## src/rtl/ft_cmd_parser.sv

```systemverilog
// FT245 command decoder: turns 5-byte host frames from the RX FIFO into register
// writes/reads and pushes 4-byte read responses into the TX FIFO. Optional macro: CMD_TIMEOUT_EN.
module ft_cmd_parser #(
  parameter logic [7:0]  SYNC_BYTE = 8'hA5,
  parameter logic [7:0]  RESP_BYTE = 8'h5A,
  parameter int unsigned TIMEOUT   = 1024
) (
  input  logic        clk,
  input  logic        rst,
  input  logic [7:0]  rx_rdata,
  input  logic        rx_rempty,
  output logic        rx_rinc,
  output logic [7:0]  tx_wdata,
  input  logic        tx_wfull,
  output logic        tx_winc,
  output logic [7:0]  reg_addr,
  output logic [15:0] reg_wdata,
  output logic        reg_we,
  output logic        reg_re,
  input  logic [15:0] reg_rdata,
  output logic [7:0]  err_count,
  output logic [3:0]  fsm_state
);

  localparam logic [7:0] CMD_WR = 8'h01;
  localparam logic [7:0] CMD_RD = 8'h02;

  typedef enum logic [3:0] {
    S_HUNT    = 4'd0,
    S_CMD     = 4'd1,
    S_ADDR    = 4'd2,
    S_DHI     = 4'd3,
    S_DLO     = 4'd4,
    S_EXEC_WR = 4'd5,
    S_EXEC_RD = 4'd6,
    S_RD_WAIT = 4'd7,
    S_RESP0   = 4'd8,
    S_RESP1   = 4'd9,
    S_RESP2   = 4'd10,
    S_RESP3   = 4'd11
  } state_t;

  state_t      state;
  logic [7:0]  cmd_q;
  logic [7:0]  addr_q;
  logic [7:0]  dhi_q;
  logic [15:0] rdata_q;
  logic        rx_phase;
  logic        tx_phase;
  logic        timeout_hit;

  function automatic logic [7:0] sat_inc(input logic [7:0] v);
    return (v == 8'hFF) ? v : v + 8'd1;
  endfunction

  // Handshakes: a byte moves on a clock edge where rx_rinc=1 (only when rx_rempty=0),
  // and a TX byte moves on an edge where tx_winc=1 (only when tx_wfull=0); no other transfer exists.
  always_comb begin
    rx_phase = (state == S_HUNT) || (state == S_CMD) || (state == S_ADDR) ||
               (state == S_DHI)  || (state == S_DLO);
    tx_phase = (state == S_RESP0) || (state == S_RESP1) ||
               (state == S_RESP2) || (state == S_RESP3);
  end

  assign rx_rinc   = rx_phase & ~rx_rempty;
  assign tx_winc   = tx_phase & ~tx_wfull;
  assign fsm_state = state;

  // A TIMEOUT below 2 leaves no room for an idle cycle; such builds elaborate nothing here.
  if (TIMEOUT < 2) begin : g_timeout_too_small
  end

`ifdef CMD_TIMEOUT_EN
  localparam int unsigned TO_W = $clog2(TIMEOUT);
  localparam logic [TO_W-1:0] TO_LAST = TO_W'(TIMEOUT - 1);

  logic [TO_W-1:0] to_cnt;
  logic            frame_open;

  assign frame_open  = (state == S_CMD) || (state == S_ADDR) ||
                       (state == S_DHI) || (state == S_DLO);
  assign timeout_hit = frame_open && !rx_rinc && (to_cnt == TO_LAST);

  always_ff @(posedge clk) begin
    if (rst || !frame_open || rx_rinc || timeout_hit) begin
      to_cnt <= '0;
    end else begin
      to_cnt <= to_cnt + 1'b1;
    end
  end
`else
  assign timeout_hit = 1'b0;
`endif

  always_ff @(posedge clk) begin
    if (rst) begin
      state     <= S_HUNT;
      tx_wdata  <= 8'h00;
      reg_addr  <= 8'h00;
      reg_wdata <= 16'h0000;
      reg_we    <= 1'b0;
      reg_re    <= 1'b0;
      err_count <= 8'h00;
      cmd_q     <= 8'h00;
      addr_q    <= 8'h00;
      dhi_q     <= 8'h00;
      rdata_q   <= 16'h0000;
    end else begin
      reg_we <= 1'b0;
      reg_re <= 1'b0;
      if (timeout_hit) begin
        err_count <= sat_inc(err_count);
        state     <= S_HUNT;
      end else begin
        case (state)
          S_HUNT: begin
            if (rx_rinc && (rx_rdata == SYNC_BYTE)) state <= S_CMD;
          end
          S_CMD: begin
            if (rx_rinc) begin
              cmd_q <= rx_rdata;
              state <= S_ADDR;
            end
          end
          S_ADDR: begin
            if (rx_rinc) begin
              addr_q <= rx_rdata;
              state  <= S_DHI;
            end
          end
          S_DHI: begin
            if (rx_rinc) begin
              dhi_q <= rx_rdata;
              state <= S_DLO;
            end
          end
          S_DLO: begin
            if (rx_rinc) begin
              if (cmd_q == CMD_WR) begin
                reg_we    <= 1'b1;
                reg_addr  <= addr_q;
                reg_wdata <= {dhi_q, rx_rdata};
                state     <= S_EXEC_WR;
              end else if (cmd_q == CMD_RD) begin
                reg_re   <= 1'b1;
                reg_addr <= addr_q;
                state    <= S_EXEC_RD;
              end else begin
                err_count <= sat_inc(err_count);
                state     <= S_HUNT;
              end
            end
          end
          S_EXEC_WR: state <= S_HUNT;
          S_EXEC_RD: state <= S_RD_WAIT;
          S_RD_WAIT: begin
            // reg_rdata is valid in the cycle after the read strobe.
            rdata_q  <= reg_rdata;
            tx_wdata <= RESP_BYTE;
            state    <= S_RESP0;
          end
          S_RESP0: begin
            if (tx_winc) begin
              tx_wdata <= reg_addr;
              state    <= S_RESP1;
            end
          end
          S_RESP1: begin
            if (tx_winc) begin
              tx_wdata <= rdata_q[15:8];
              state    <= S_RESP2;
            end
          end
          S_RESP2: begin
            if (tx_winc) begin
              tx_wdata <= rdata_q[7:0];
              state    <= S_RESP3;
            end
          end
          S_RESP3: begin
            if (tx_winc) state <= S_HUNT;
          end
          default: state <= S_HUNT;
        endcase
      end
    end
  end

endmodule

```

## config.mk

```make
export PLATFORM = sky130hd
export DESIGN_NAME = ft_cmd_parser
export DESIGN_NICKNAME = d
export VERILOG_FILES = /design/src/rtl/ft_cmd_parser.sv
export SDC_FILE = /design/constraint.sdc
export NUM_CORES = 1
export LEC_CHECK = 0
export BUFFER_PORTS_ARGS = -buffer_cell sky130_fd_sc_hd__buf_2
export CAP_MARGIN = 20
export CELL_PAD_IN_SITES_DETAIL_PLACEMENT = 1
export CELL_PAD_IN_SITES_GLOBAL_PLACEMENT = 2
export CORE_MARGIN = 3
export CORE_UTILIZATION = 29
export DETAILED_ROUTE_END_ITERATION = 16
export PLACE_DENSITY_LB_ADDON = 0.1
export SETUP_SLACK_MARGIN = 0.4
export SYNTH_ARGS = -nofsm -noshare
export SYNTH_HDL_FRONTEND = slang
export SYNTH_SLANG_ARGS = --single-unit
```

## constraint.sdc

```tcl
create_clock -name clk -period 2.1 [get_ports clk]
set_input_delay 0.525 -clock clk [delete_from_list [all_inputs] [get_ports clk]]
set_output_delay 0.525 -clock clk [all_outputs]
set_load 0.01 [all_outputs]
```

==> results.sh, run 1 <==
export IMPL_clk_pin_slew_ns=0.07
export IMPL_yosysMostFrequentCell="dfxtp_1"
export IMPL_p_total_mw=3.62
export IMPL_grt_pass1_vias=3468
export IMPL_rr_worst_depth=6
export IMPL_path_class="register to output port"
export IMPL_ant_nets=0
export IMPL_wirelength_microns=11300
export IMPL_die_h_microns=117
export IMPL_die_area_sq_mm=0.0138
export IMPL_ys_seq_area_share_pct=47.8
export IMPL_min_from="reg_rdata[15]"
export IMPL_routed_via_density=4.73
export IMPL_gp_congestion=0.814
export IMPL_fin_crit_sh_pct=92.3
export IMPL_via_count=3319
export IMPL_dp_hpwl_microns=7580
export IMPL_r2r_start="fsm_state[1]"
export IMPL_tightest_slew_ns=0.432
export IMPL_required_ns=1.57
export IMPL_rows=40
export IMPL_synthXorXnorAreaFrac_pct=1.22
export IMPL_synthSimpleGateAreaFrac_pct=21.3
export IMPL_drc=0
export IMPL_drtPass1Iterations=4
export IMPL_setup_viol=0
export IMPL_die_w_microns=117
export IMPL_syn_avg_cell_area_sq_um=8.61
export IMPL_worst_setup_path_start_kind="register"
export IMPL_hold_path_class="input port to register"
export IMPL_synth_top_area_share_pct=47.8
export IMPL_synth_top_cell_by_area="dfxtp_1"
export IMPL_syn_area_sq_mm=0.00360
export IMPL_clock_root_buffer="clkbuf_16"
export IMPL_path_buf_inv=3
export IMPL_synth_nets=447
export IMPL_clock_sinks=86
export IMPL_rsz0062_at_grt="true"
export IMPL_overflow=0
export IMPL_peakVddDrop_mv=0.447
export IMPL_n_antenna_cell=0
export IMPL_syn_inst=418
export IMPL_r2r_end="err_count[6]"
export IMPL_leakage_nw=2.29
export IMPL_period_needed_ns=1.94
export IMPL_synth_compound_area_share_pct=11.5
export IMPL_drt_initial_drc_count=124
export IMPL_slowest_stage="dfxtp_2"
export IMPL_syn2layout_area_growth_pct=42.3
export IMPL_yosys_mux_area_fraction_pct=13.7
export IMPL_p_per_area_mw_per_mm2=707
export IMPL_synthTopCellsByCount="dfxtp_1 (86), nand2_1 (65), nor2_1 (59)"
export IMPL_fillers=1393
export IMPL_holdPathStages=3
export IMPL_path_max_fanout=2
export IMPL_yosysWarnings=0
export IMPL_synthTopCellsByArea="dfxtp_1 (48%), mux2i_1 (13%), nand2_1 (6.8%)"
export IMPL_status="completed"
export IMPL_cpMostUsedCell="buf_6"
export IMPL_htree_num_levels=3
export IMPL_grt_pass1_wl_microns=18300
export IMPL_skew_ns=0.00902
export IMPL_synth_edf_count=0
export IMPL_synth_top_family_by_area="simple AND/OR/NAND/NOR gates"
export IMPL_worstPathCellList="nand2b_4 -> buf_6 -> nor3_2 -> buf_4 -> or2_4 -> buf_6"
export IMPL_cts_made_buffers=9
export IMPL_core_sq_mm=0.0121
export IMPL_whs_endpoint="rdata_q[15]"
export IMPL_drv_cap=0
export IMPL_placed_cells=665
export IMPL_stdcell_count=702
export IMPL_max_freq_mhz=516
export IMPL_port_buffers=75
export IMPL_hold_buffers=0
export IMPL_ys_async_sr_fraction_pct=0
export IMPL_wl_per_cell_microns=16.2
export IMPL_slew_limit_headroom_pct=71.2
export IMPL_reg2reg_setup_slack_ns=0.17
export IMPL_end_kind="output port"
export IMPL_cp_depth=6
export IMPL_antenna_found_initial=0
export IMPL_cp_top_family="simple AND/OR/NAND/NOR gates"
export IMPL_synth_flop_cell="dfxtp_1"
export IMPL_drive_above_1_share_pct=35.2
export IMPL_synth_fa_ha_area_share_pct=0.348
export IMPL_start_util_pct=29.8
export IMPL_ys_types=44
export IMPL_hold_viol_final=0
export IMPL_finalNetCount=559
export IMPL_track_usage_pct=16.7
export IMPL_clock_path_buffers=2
export IMPL_clock_latency_ns=0.34
export IMPL_ys_ff_latch=86
export IMPL_io_pins=76
export IMPL_slew_violations=0
export IMPL_grt_max_degree=40
export IMPL_cts_tree="built"
export IMPL_slowest_delay_ns=0.35
export IMPL_arrival_ns=1.41
## flip-flops by register name (all words and copies together) (netlist names)
name / count
reg_re: 1
tx_wdata: 8
reg_wdata: 16
reg_we: 1
rdata_q: 16
fsm_state: 4
dhi_q: 8
reg_addr: 8
addr_q: 8
err_count: 8
cmd_q: 8
## worst max path at each step
stage                       from      endpoint  slack (ns)
global placement     rx_rdata[3]  fsm_state[0]        0.08
detailed placement     rx_rempty  err_count[7]        0.07
floorplan           fsm_state[1]  err_count[7]       -0.03
finish              fsm_state[3]       rx_rinc        0.16
global route        fsm_state[3]       rx_rinc        0.10
CTS                 fsm_state[3]       rx_rinc        0.14
## through the flow
step           util, %  TNS, ns  hold slack, ns  instance area [sq um]  worst slack, ns
6_report          42.5        0           0.414                   5120            0.162
3_5_place_dp      36.2        0           0.449                   4370           0.0651
5_1_grt           42.5        0           0.415                   5120            0.101
2_1_floorplan        -  -0.0250           0.433                   3680          -0.0250
3_3_place_gp      36.2        0           0.442                   4370           0.0848
4_1_cts           41.6        0           0.404                   5020            0.141
## worst min-delay path, stage by stage
cell and delay, ns:
buf_2 0.10, nand2_1 0.05, a21oi_1 0.05
## cell type report
class / count / area (sq um) / area share, %
well taps: 168 / 210 / 4.10
multi-input cells: 299 / 1970 / 38.4
flip-flops and latches: 86 / 1730 / 33.8
clock buffers: 10 / 239 / 4.67
inverters: 8 / 30.0 / 0.586
repair buffers: 126 / 861 / 16.8
clock inverters: 5 / 82.6 / 1.61
## layout by cell type, fill, tap and decap left out, types with 2 or more instances in the layout
cell type / instances
inv_1: 8
a211oi_1: 6
nor3_2: 2
nand2_1: 63
nor3_1: 2
buf_4: 36
buf_6: 12
nand2_2: 2
o21ai_0: 7
nor2b_1: 2
bufinv_16: 2
a31oi_1: 2
o22ai_1: 2
nor3_4: 2
nand3_2: 2
mux2_2: 2
dfxtp_2: 7
mux2i_1: 47
buf_2: 73
buf_8: 2
a21oi_1: 36
xnor2_1: 2
or4_4: 2
nand3_1: 16
nor2_1: 58
nor4_2: 3
dfxtp_1: 79
buf_12: 3
clkbuf_16: 9
or3_4: 2
or2_4: 3
nand2b_1: 2
o31ai_1: 2
## power breakdown
part,internal (mW),leakage (nW),switching [mW]
combinational,0.115,1.44,0.139
sequential,1.64,0.696,0.00708
clock,1.07,0.159,0.649
total,2.82,2.29,0.795
## metal layers
| layer | vias to the layer above | global-route usage (%) | share of wire, % |
|---|---|---|---|
| li1 | 1674 | - | - |
| met1 | 1579 | 21.2 | 47 |
| met2 | 58 | 27.8 | 48 |
| met3 | 8 | 5.06 | 3.8 |
| met4 | 0 | 4.40 | 1.2 |
| met5 | - | 0 | 0 |
## logic make-up (layout without fill, tap and decap cells)
group / Yosys count / count (layout)
muxes: 49 / 49
adders and majority gates: 1 / 1
buffers and inverters: 33 / 149
DFF: 86 / 86
xor gates and xnor gates: 5 / 5
and+or+nand+nor: 174 / 174
AOI/OAI and AO/OA: 70 / 70
## repair_timing
item / in CTS / in global routing
setup endpoints to repair: 38 / 69
resized for setup: 34 / 22
setup buffers: 21 / 1
pin swaps: 11 / 12
Power figures use the tool's default switching activity.
==> run 2, diff against run 1 <==
--- a/config.mk
+++ b/config.mk
@@ -12,6 +12,7 @@
 export CORE_MARGIN = 3
 export CORE_UTILIZATION = 29
 export DETAILED_ROUTE_END_ITERATION = 16
+export GPL_ROUTABILITY_DRIVEN = 0
 export PLACE_DENSITY_LB_ADDON = 0.1
 export SETUP_SLACK_MARGIN = 0.4
 export SYNTH_ARGS = -nofsm -noshare
==> constraint.sdc (replaced) <==
create_clock -name clk -period 1.6 [get_ports clk]
set_input_delay 0.4 -clock clk [delete_from_list [all_inputs] [get_ports clk]]
set_output_delay 0.4 -clock clk [all_outputs]
set_load 0.01 [all_outputs]
==> results.sh, run 2 (same netlist as run 1, synthesis figures left out) <==
export IMPL_rsz0062_at_grt="true"
export IMPL_overflow=0
export IMPL_htree_num_levels=3
export IMPL_fillers=1361
export IMPL_grt_pass1_vias=3694
export IMPL_path_class="register to register"
export IMPL_period_needed_ns=1.95
export IMPL_clock_latency_ns=0.34
export IMPL_track_usage_pct=17.8
export IMPL_required_ns=1.88
export IMPL_max_freq_mhz=513
export IMPL_die_h_microns=117
export IMPL_wl_met3_microns=449
export IMPL_finalNetCount=602
export IMPL_port_buffers=75
export IMPL_multi_input_area_sq_mm=0.00209
export IMPL_wl_met2_microns=6070
export IMPL_grt_pass1_wl_microns=19500
export IMPL_via_count=3550
export IMPL_min_from="reg_rdata[15]"
export IMPL_m1WireLength_microns=5480
export IMPL_finalWorstSetupSlack_ns=-0.350
export IMPL_whs_endpoint="rdata_q[15]"
export IMPL_holdPathStages=3
export IMPL_path_max_fanout=6
export IMPL_worst_setup_path_start_kind="register"
export IMPL_drc=0
export IMPL_violations="negative setup slack"
export IMPL_leakage_nw=2.56
export IMPL_rows=40
export IMPL_syn2layout_area_growth_pct=64.8
export IMPL_wl_per_cell_microns=16.4
export IMPL_hold_viol_final=0
export IMPL_peakVddDrop_mv=0.437
export IMPL_setup_viol=38
export IMPL_final_area_sq_mm=0.00593
export IMPL_rr_worst_depth=5
export IMPL_drv_cap=0
export IMPL_reg2reg_setup_slack_ns=-0.35
export IMPL_fin_util_pct=49.2
export IMPL_p_total_mw=4.53
export IMPL_final_seq_area_sq_mm=0.00178
export IMPL_clock_root_buffer="clkbuf_16"
export IMPL_clk_pin_slew_ns=0.06
export IMPL_clock_path_buffers=2
export IMPL_status="finished, violations left"
export IMPL_end_kind="register"
export IMPL_fin_crit_sh_pct=122
export IMPL_slew_violations=0
export IMPL_wirelength_microns=12200
export IMPL_n_antenna_cell=0
export IMPL_die_w_microns=117
export IMPL_core_sq_mm=0.0121
export IMPL_antenna_found_initial=0
export IMPL_grt_max_degree=35
export IMPL_drtPass1Iterations=4
export IMPL_cts_made_buffers=9
export IMPL_die_area_sq_mm=0.0138
export IMPL_io_pins=76
export IMPL_top_layer="met4"
export IMPL_reg_top3="rdata_q (16), reg_wdata (16)"
export IMPL_layout_common_cells="buf_6 (64), buf_4 (64), nor2_1 (58)"
export IMPL_clock_sinks=86
export IMPL_tightest_slew_ns=0.458
export IMPL_dp_hpwl_microns=7900
export IMPL_hold_path_class="input port to register"
export IMPL_arrival_ns=2.23
export IMPL_whs_ns=0.297
export IMPL_slew_limit_headroom_pct=69.2
export IMPL_drive_above_1_share_pct=50.8
export IMPL_placed_area_sq_mm=0.00463
export IMPL_hold_buffers=0
export IMPL_p_per_area_mw_per_mm2=763
export IMPL_routed_via_density=4.77
export IMPL_r2r_start="fsm_state[1]"
export IMPL_start_util_pct=29.8
export IMPL_cts_tree="built"
export IMPL_drt_initial_drc_count=161
export IMPL_finalSetupTns_ns=-6.67
export IMPL_skew_ns=0.00480
export IMPL_ant_nets=0
export IMPL_r2r_end="err_count[7]"
-- run 2: cell types whose count changed in the layout (fill, tap and decap cells not counted), sizes merged --
cell      previous run  this run
buf                126       168
bufinv               2         0
clkbuf              10        12
clkinvlp             0         2
inv                  9         7
clkinv               2         3
-- run 2: layout make-up --
type	count	share of cell area [%]
tap	168	3.54
multi-input combinational	299	35.2
timing repair buffer	169	26.1
sequential	86	30.0
clock inverter	4	0.380
clock buffer	11	4.26
inverter	8	0.570
-- run 2: how the worst max path moves through the flow --
stage | startpoint | end | slack [ns] | cells past startpoint
after floorplan | fsm_state[1] | err_count[7] | -0.51 | 7
after global placement | fsm_state[1] | err_count[7] | -0.35 | 5
after detailed placement | fsm_state[1] | err_count[7] | -0.39 | 5
after CTS | fsm_state[1] | rx_rinc | -0.35 | 6
after global routing | fsm_state[1] | err_count[7] | -0.39 | 5
final | fsm_state[1] | err_count[7] | -0.35 | 5
-- run 2: metrics by stage --
stage	std cells	setup slack, ns
after global placement	690	-0.349
after global routing	745	-0.390
final	745	-0.350
after detailed placement	690	-0.389
after CTS	731	-0.346
after floorplan	418	-0.506
-- run 2: layer usage --
layer,up-vias,global-route usage (%)
li1,1749,-
met4,0,6.67
met1,1723,22.5
met5,-,0
met3,16,3.42
met2,62,30.2
-- run 2: repair_timing --
item,4_1_cts,5_1_grt
pin swaps,10,19
setup buffers,26,13
setup endpoints to repair,132,132
cloned,0,1
resized for setup,137,36
-- run 2: power by group --
| part | leakage, nW | switching, mW | internal (mW) |
|---|---|---|---|
| sequential | 0.716 | 0.00882 | 2.15 |
| clock | 0.137 | 0.837 | 1.12 |
| combinational | 1.71 | 0.213 | 0.200 |
| total | 2.56 | 1.06 | 3.47 |
-- run 2: critical path, cell delays in order (launching register included) --
cell and delay, ns:
dfxtp_2 0.32, or2_4 0.25, or3_4 0.35, or3_4 0.42, or4_4 0.42, a21oi_2 0.12
